===== src/rtl/ccg_response_misr.sv =====
// Response capture stage: compacts benchmark output words into a MISR
// signature and compares the final value against a golden signature.
module ccg_response_misr #(
   parameter int unsigned         OUT_W = 28,
   parameter int unsigned         SIG_W = 32,
   parameter logic [SIG_W-1:0]    POLY  = 32'h04C11DB7,
   parameter logic [SIG_W-1:0]    SEED  = 32'h00000000,
   parameter int unsigned         CNT_W = 16
) (
   input  logic             clk,
   input  logic             rst_n,
   input  logic             start,
   input  logic             abort,
   input  logic [CNT_W-1:0] num_vec,
   input  logic [SIG_W-1:0] golden,
   input  logic             resp_valid,
   input  logic [OUT_W-1:0] resp_data,
   output logic             resp_ready,
   output logic             busy,
   output logic             done,
   output logic             pass,
   output logic [SIG_W-1:0] signature,
   output logic [CNT_W-1:0] vec_count
);

   localparam logic [1:0] S_IDLE  = 2'd0;
   localparam logic [1:0] S_RUN   = 2'd1;
   localparam logic [1:0] S_CHECK = 2'd2;
   localparam logic [1:0] S_DONE  = 2'd3;

   logic [1:0]       state_q, state_d;
   logic [SIG_W-1:0] sig_q, sig_d;
   logic [CNT_W-1:0] cnt_q, cnt_d;
   logic [CNT_W-1:0] num_q, num_d;
   logic [SIG_W-1:0] gold_q, gold_d;
   logic             pass_q, pass_d;

   logic             xfer;
   logic             start_ok;
   logic [CNT_W-1:0] cnt_inc;
   logic [SIG_W-1:0] sig_next;

   assign xfer     = (state_q == S_RUN) && resp_valid;
   assign start_ok = start && ((state_q == S_IDLE) || (state_q == S_DONE));
   assign cnt_inc  = cnt_q + CNT_W'(1);
   assign sig_next = {sig_q[SIG_W-2:0], 1'b0}
                   ^ (sig_q[SIG_W-1] ? POLY : '0)
                   ^ SIG_W'(resp_data);

   always_comb begin
      state_d = state_q;
      sig_d   = sig_q;
      cnt_d   = cnt_q;
      num_d   = num_q;
      gold_d  = gold_q;
      pass_d  = pass_q;
      // abort outranks start and drops any same-cycle word
      if (abort) begin
         state_d = S_IDLE;
         pass_d  = 1'b0;
      end else if (start_ok) begin
         num_d   = num_vec;
         gold_d  = golden;
         sig_d   = SEED;
         cnt_d   = '0;
         pass_d  = 1'b0;
         state_d = (num_vec == '0) ? S_CHECK : S_RUN;
      end else begin
         case (state_q)
            S_RUN: begin
               if (xfer) begin
                  sig_d = sig_next;
                  cnt_d = cnt_inc;
                  if (cnt_inc == num_q) state_d = S_CHECK;
               end
            end
            S_CHECK: begin
               pass_d  = (sig_q == gold_q);
               state_d = S_DONE;
            end
            default: ;
         endcase
      end
   end

   always_ff @(posedge clk or negedge rst_n) begin
      if (!rst_n) begin
         state_q <= S_IDLE;
         sig_q   <= SEED;
         cnt_q   <= '0;
         num_q   <= '0;
         gold_q  <= '0;
         pass_q  <= 1'b0;
      end else begin
         state_q <= state_d;
         sig_q   <= sig_d;
         cnt_q   <= cnt_d;
         num_q   <= num_d;
         gold_q  <= gold_d;
         pass_q  <= pass_d;
      end
   end

   assign resp_ready = (state_q == S_RUN);
   assign busy       = (state_q == S_RUN) || (state_q == S_CHECK);
   assign done       = (state_q == S_DONE);
   assign pass       = done & pass_q;
   assign signature  = sig_q;
   assign vec_count  = cnt_q;

endmodule

===== config.mk =====
export PLATFORM = sky130hd
export DESIGN_NAME = ccg_response_misr
export DESIGN_NICKNAME = d
export VERILOG_FILES = /design/src/rtl/ccg_response_misr.sv
export SDC_FILE = /design/constraint.sdc
export NUM_CORES = 1
export LEC_CHECK = 0
export ABC_AREA = 0
export CAP_MARGIN = 20
export CORE_MARGIN = 2
export CORE_UTILIZATION = 53
export CTS_CLUSTER_DIAMETER = 200
export DETAILED_ROUTE_END_ITERATION = 7
export PLACE_DENSITY = 0.86
export SLEW_MARGIN = 20
export SYNTH_ARGS = -nofsm -noshare
export SYNTH_HDL_FRONTEND = slang
export SYNTH_SLANG_ARGS = --single-unit

===== constraint.sdc =====
create_clock -name clk -period 5.83 [get_ports clk]
set_clock_uncertainty 0.2 [all_clocks]
set_input_delay 1.166 -clock clk [delete_from_list [all_inputs] [get_ports clk]]
set_output_delay 1.166 -clock clk [all_outputs]
set_load 0.02 [all_outputs]

==> results of run 1 <==
==> kinds of logic (layout without fill, tap and decap cells) <==
group,Yosys count,count (layout)
simple gates,115,115
mux,50,50
xor+xnor,95,95
compound gates,82,82
buf+inv,33,159
fa+ha+maj,4,4
flops,99,99
==> routing by layer <==
layer  part of all wire [%]  wire (µm)  up-vias
met2                     51       6790      200
met4                    2.0        269        0
li1                       -          -     1910
met3                    6.4        857       29
met1                     41       5410     2084
met5                      0          0        -
==> power breakdown <==
group          switching, µW  internal [µW]  leakage [µW]
Sequential               272            944       0.00126
Clock                    246            257      0.000113
Combinational            591            653       0.00142
==> through the flow <==
stage               total power [µW]  setup WS, ps
floorplan                       1980          2870
global placement                2390          1910
detailed placement              2450          1830
CTS                             2960          2190
global route                    3120          2140
finish                          2960          2280
==> cell type report <==
class | instances | share of cell area (%)
clock inverter | 6 | 1.38
tap | 133 | 2.44
timing repair buffer | 135 | 19.7
sequential | 99 | 36.3
clock buffer | 10 | 2.02
multi-input combinational | 346 | 37.7
inverter | 8 | 0.440
==> state kept, by name, summed over array words and instances, names as in the netlist <==
register,flops
gold_q,32
state_q,2
signature,32
num_q,16
vec_count,16
pass_q,1
==> worst max-delay path by stage <==
stage / start / endpoint / cells past startpoint / slack (ps)
2_1_floorplan: start / gold_q[0]$_DFFE_PN0P_ / 6 / 2870
3_3_place_gp: start / gold_q[20]$_DFFE_PN0P_ / 4 / 1910
3_5_place_dp: start / gold_q[19]$_DFFE_PN0P_ / 4 / 1830
4_1_cts: start / num_q[8]$_DFFE_PN0P_ / 4 / 2190
5_1_grt: start / vec_count[13]$_DFFE_PN0P_ / 8 / 2140
6_report: signature[31]$_DFFE_PN0P_ / signature[31] / 1 / 2280
==> layout by cell type (no fill, tap or decap), types with 2 or more instances in the layout <==
master and n:
inv_1 8, and2_1 2, and3_2 2, clkdlybuf4s50_1 131
nand2_1 46, o41ai_1 2, nand4_1 9, o21ai_0 41
a31oi_1 2, mux2_2 48, o31ai_1 17, inv_6 2
dfrtp_1 99, nor2_1 13, xnor2_1 55, nor3_1 8
a21o_1 2, a21oi_1 3, ha_1 4, clkbuf_8 10
a22o_1 5, nor3b_1 2, xor2_1 40, bufinv_16 2
nor4_1 10, nand3_1 10, buf_4 4
==> summary.md, run 1 <==
| Metric | Value |
|---|---|
| Sequential fraction of the synthesis area | 47.8% |
| Most congested layer reported by global routing | met2 |
| Number of cells produced by synthesis | 478 |
| Synthesis warning total | 0 |
| List of cells traversed by the critical path | clkdlybuf4s50_1 |
| Number of antenna repair diodes | 0 |
| Family of cells with the greatest summed delay on the critical path | flip-flops |
| Data required time at the worst endpoint | 4460 ps |
| Post-CTS clock slew at the launch and capture registers of the worst setup and hold paths | 100 ps |
| Arrival time reported for the critical path endpoint | 2180 ps |
| Net count of the finished layout | 684 |
| Destination of the worst hold path | pass_q$_DFFE_PN0P_ |
| Global-route wire length before repair | 21100 µm |
| Core area | 9640 µm² |
| Post-CTS setup buffers | 0 |
| I/O Buffers | 132 |
| Synth area leader | dfrtp_1 |
| CTS Buf Count | 9 |
| Later-pin clock latency in the skew report | 370 ps |
| Clock tree buffer depth | 2 |
| Final sum of negative setup slack | 0 ps |
| IO Pins | 133 |
| M3 GR Usage | 4.00% |
| Yosys top cell area share | 47.8% |
| Initial antenna violation count | 0 |
| Xor-xnor portion of the synthesized cell area | 16.1% |
| Via count of the first global-routing pass | 4241 |
| Critical Path End Type | output pin |
| Delay contributed by the slowest stage of the critical path | 1050 ps |
| Slew at the pin closest to its max-slew limit | 1050 ps |
| Cell depth of the worst hold path | 2 |
| Die Width | 103 µm |
| Share of the clock period used by the worst path | 60.9% |
| Post-synth cell types | 50 |
| Final std cells w/o fill | 737 |
| Sequential standard cell area | 2480 µm² |
| Biggest fanout along the worst timing path | 17 |
| Count of filler cells inserted in the layout | 701 |
| Share of the synthesized area in compound gates (AO/OA/AOI/OAI) | 10.1% |
| Initial DRC count | 193 |
| Drt drc | 0 |
| Beginning of the worst register-to-register path | state_q[0]$_DFFE_PN0P_ |
| Multi-input gate area in the final layout | 2570 µm² |
| Placed instance area | 6580 µm² |
| Maximum resistive drop on vdd | 0.265 mV |
| Met1 capacity usage during global routing | 33.9% |
| Synthesized-area fraction occupied by and/or/nand/nor cells | 11.4% |
| Setup repair after global routing missed its margin | no |
| Largest family of logic cells by synthesized area | XOR/XNOR gates |
| Most common cell in the netlist | dfrtp_1 |
| Aggregate global routing overflow | 0 |
| Maximum number of pins on one net before global-route repair | 65 |
| GR met2 Demand/Resource | 45.2% |
| Post-layout min period | 3550 ps |
| Achievable clock frequency | 282 MHz |
| Gp weighted congestion | 0.935 |
| Number of core rows | 36 |
| Count of clock tree sinks | 99 |
| Number of nets with antenna violations after detailed routing | 0 |
| Syn nets | 563 |
| Post-synthesis to final-layout area growth | 31.7% |
| Post-CTS resize count | 0 |
| Synth async-reset ratio | 100% |
| Post-synth EDFFs | 0 |
| Crit start category | register |
| WS Path Type | register to output pin |
| Hold path start | pass_q$_DFFE_PN0P_ |
| Routed wire per std cell | 18.1 µm |
| Floorplan die area | 10600 µm² |
| Worst relative slew slack | 30.0% |
| Leakage power figure | 0.00279 µW |
| Setup slack of the worst register-to-register path | 2760 ps |
| Setup-failing EPs final | 0 |
| Power per unit of standard cell area | 435 nW/µm² |
| Via count of the routed design | 4223 |
| Count of cells along the worst register-to-register path | 9 |
| Via density per instance | 5.73 |
| Max Cap Violations | 0 |
| Worst hold slack after final layout | 293 ps |
| Post-CTS Hold Fix Bufs | 0 |
| Post-synthesis mux area share | 10.8% |
| Clock root buffer | clkbuf_8 |
| Library cell contributing the largest single delay on the critical path | dfrtp_1 |
| Adder and majority cell fraction of the synthesized area | 0.966% |
| Starting density of the core | 53.7% |
| Number of iterations in the first detailed-routing pass | 5 |
| Placed instance count | 721 |
| Post-layout util | 70.7% |
| Share of final-layout standard cells stronger than drive strength 1 | 13.4% |
| Synth Register Bits | 99 |
| Final number of max-transition violations | 0 |
| Vertical die dimension | 103 µm |
| Path class of the lowest-slack min-delay path | register to register |
| Endpoint of the most critical register-to-register path | vec_count[4]$_DFFE_PN0P_ |
| Cell area after technology mapping | 5180 µm² |
| Leading cell types by count after synthesis | dfrtp_1 (99), xnor2_1 (55), mux2_2 (48) |
| Final WL | 13300 µm |
| Top FF cell, synth | dfrtp_1 |
| Status | complete, no violations |
| Post-route standard cell area excluding fillers | 6820 µm² |
| Top post-synthesis cells by area | dfrtp_1 (48%), mux2_2 (10%), xnor2_1 (9.3%) |
| Aggregate global-route resource usage | 26.2% |
| HPWL reported at the end of detailed placement | 9750 µm |
| Hold Vio Cnt, Final | 0 |
| Clock tree from TritonCTS | yes |
| Synthesized area per cell | 10.8 µm² |
| CP bufs+invs | 1 |
| Number of H-tree levels | 3 |
(Power assumes the default switching activity.)
==> inputs of run 2 (changes only) <==
CORE_UTILIZATION = 45   (was 53)
PLACE_DENSITY = 0.77   (was 0.86)
clock period = 3.02 ns   (was 5.83 ns; I/O delays follow)
==> run 2 against run 1 <==
- via count fell by 3.6%
- flip-flop and latch count did not move
- highest routed layer unchanged
- hold slack got worse by 20 ps
- cell count rose by 2.2%
==> summary.md, run 2 (synthesized netlist as in run 1, its figures left out) <==
| Metric | Value |
|---|---|
| Status | complete, no violations |
| Drt drc | 0 |
| Max Cap Violations | 0 |
| Core area | 11300 µm² |
| Starting density of the core | 45.7% |
| Data required time at the worst endpoint | 3050 ps |
| Sequential standard cell area | 2480 µm² |
| CTS Buf Count | 9 |
| Setup-failing EPs final | 0 |
| Most common cell after layout, fill and taps aside | clkdlybuf4s50_1 |
| Post-synthesis to final-layout area growth | 34.6% |
| Maximum resistive drop on vdd | 0.489 mV |
| Post-route worst setup slack | 172 ps |
| Final number of max-transition violations | 0 |
| Count of clock tree sinks | 99 |
| Number of iterations in the first detailed-routing pass | 4 |
| Aggregate global-route resource usage | 22.3% |
| Final sum of negative setup slack | 0 ps |
| Number of nets with antenna violations after detailed routing | 0 |
| Post-layout min period | 2850 ps |
| Clock root buffer | clkbuf_16 |
| Crit start category | register |
| Number of antenna repair diodes | 0 |
| Power per unit of standard cell area | 848 nW/µm² |
| Initial DRC count | 201 |
| Initial antenna violation count | 0 |
| Final total power | 5910 µW |
| HPWL reported at the end of detailed placement | 9840 µm |
| Via density per instance | 5.40 |
| List of cells traversed by the critical path | ha_1 > nand3_2 > nor4_1 > xnor2_1 > o311ai_1 > nor4_2 > a21oi_2 > mux2_1 |
| Hold Vio Cnt, Final | 0 |
| Clock tree buffer depth | 2 |
| IO Pins | 133 |
| Worst relative slew slack | 59.2% |
| Multi-input gate area in the final layout | 2570 µm² |
| Delay contributed by the slowest stage of the critical path | 540 ps |
| Via count of the first global-routing pass | 4202 |
| Placed instance area | 6660 µm² |
| Library cell contributing the largest single delay on the critical path | nor4_1 |
| Number of H-tree levels | 3 |
| Net count of the finished layout | 691 |
| Vertical die dimension | 111 µm |
| Count of filler cells inserted in the layout | 963 |
| Gp weighted congestion | 0.859 |
| Aggregate global routing overflow | 0 |
| Routed wire per std cell | 17.9 µm |
| Die Width | 111 µm |
| I/O Buffers | 132 |
| Final WL | 13500 µm |
| Post-CTS clock slew at the launch and capture registers of the worst setup and hold paths | 70 ps |
| Post-CTS resize count | 0 |
| Number of core rows | 39 |
| CP bufs+invs | 0 |
| Setup repair after global routing missed its margin | no |
| Maximum number of pins on one net before global-route repair | 79 |
| Setup Slack @ Placement | 224 ps |
| Slew at the pin closest to its max-slew limit | 612 ps |
| WS Path Type | register to register |
| Global-route wire length before repair | 22000 µm |
| Clock tree from TritonCTS | yes |
| Achievable clock frequency | 351 MHz |
| Share of the clock period used by the worst path | 94.3% |
| Share of final-layout standard cells stronger than drive strength 1 | 14.1% |
| Biggest fanout along the worst timing path | 7 |
| Path class of the lowest-slack min-delay path | register to register |
| Arrival time reported for the critical path endpoint | 2880 ps |
| Critical Path End Type | register |
| Later-pin clock latency in the skew report | 340 ps |
| Via count of the routed design | 4069 |
| Leakage power figure | 0.00286 µW |
| Floorplan die area | 12400 µm² |
| Post-route standard cell area excluding fillers | 6970 µm² |
| Most frequent cells in the layout | clkdlybuf4s50_1 (131), dfrtp_1 (99), xnor2_1 (55) |
| Family of cells with the greatest summed delay on the critical path | simple AND/OR/NAND/NOR gates |
run 2: area by class of cell:
class | instances | area share, %
clock inverters | 3 | 0.413
flip-flops and latches | 99 | 35.5
repair buffers | 142 | 20.4
inverters | 8 | 0.431
clock buffers | 12 | 3.82
well taps | 143 | 2.57
multi-input cells | 346 | 36.8
run 2: worst register-to-register path, cell delays in order (launching register included):
cell and delay, ps:
dfrtp_1 490, ha_1 340, nand3_2 170, nor4_1 540, xnor2_1 190, o311ai_1 130, nor4_2 250, a21oi_2 110
mux2_1 320
run 2: routing by layer:
metal / wire length [µm] / global-route usage (%)
met1: 5750 / 28.8
met2: 6520 / 36.7
met3: 901 / 6.01
met4: 318 / 7.16
met5: 0 / 0
run 2: power breakdown:
part | internal [µW] | total (µW) | leakage [µW] | switching [µW]
sequential | 1830 | 2330 | 0.00126 | 507
combinational | 1280 | 2440 | 0.00146 | 1160
clock | 634 | 1140 | 0.000148 | 506
total | 3740 | 5910 | 0.00286 | 2170
run 2: final timing paths:
check,startpoint,end,slack [ps],depth (start not counted)
worst min-delay path,pass_q$_DFFE_PN0P_,pass_q$_DFFE_PN0P_,270,2
min in group asynchronous,rst_n,vec_count[3]$_DFFE_PN0P_,490,2
worst min register to register,pass_q$_DFFE_PN0P_,pass_q$_DFFE_PN0P_,270,2
worst max register to register,vec_count[0]$_DFFE_PN0P_,state_q[0]$_DFFE_PN0P_,170,8
max in group asynchronous,rst_n,gold_q[17]$_DFFE_PN0P_,1430,3
worst max-delay path,vec_count[0]$_DFFE_PN0P_,state_q[0]$_DFFE_PN0P_,170,8
run 2: metrics by stage:
step / util (%) / cells / hold WS (ps)
final: 61.6 / 753 / 273
after global routing: 61.6 / 753 / 311
after CTS: 61.5 / 753 / 278
after detailed placement: 58.8 / 737 / 262
after global placement: 58.8 / 737 / 257
after floorplan: - / 478 / 108
run 2: timing repair:
item,4_1_cts,5_1_grt
hold buffers,1,0
setup buffers,0,0
hold endpoints to repair,21,0
endpoints found under the setup margin,0,0
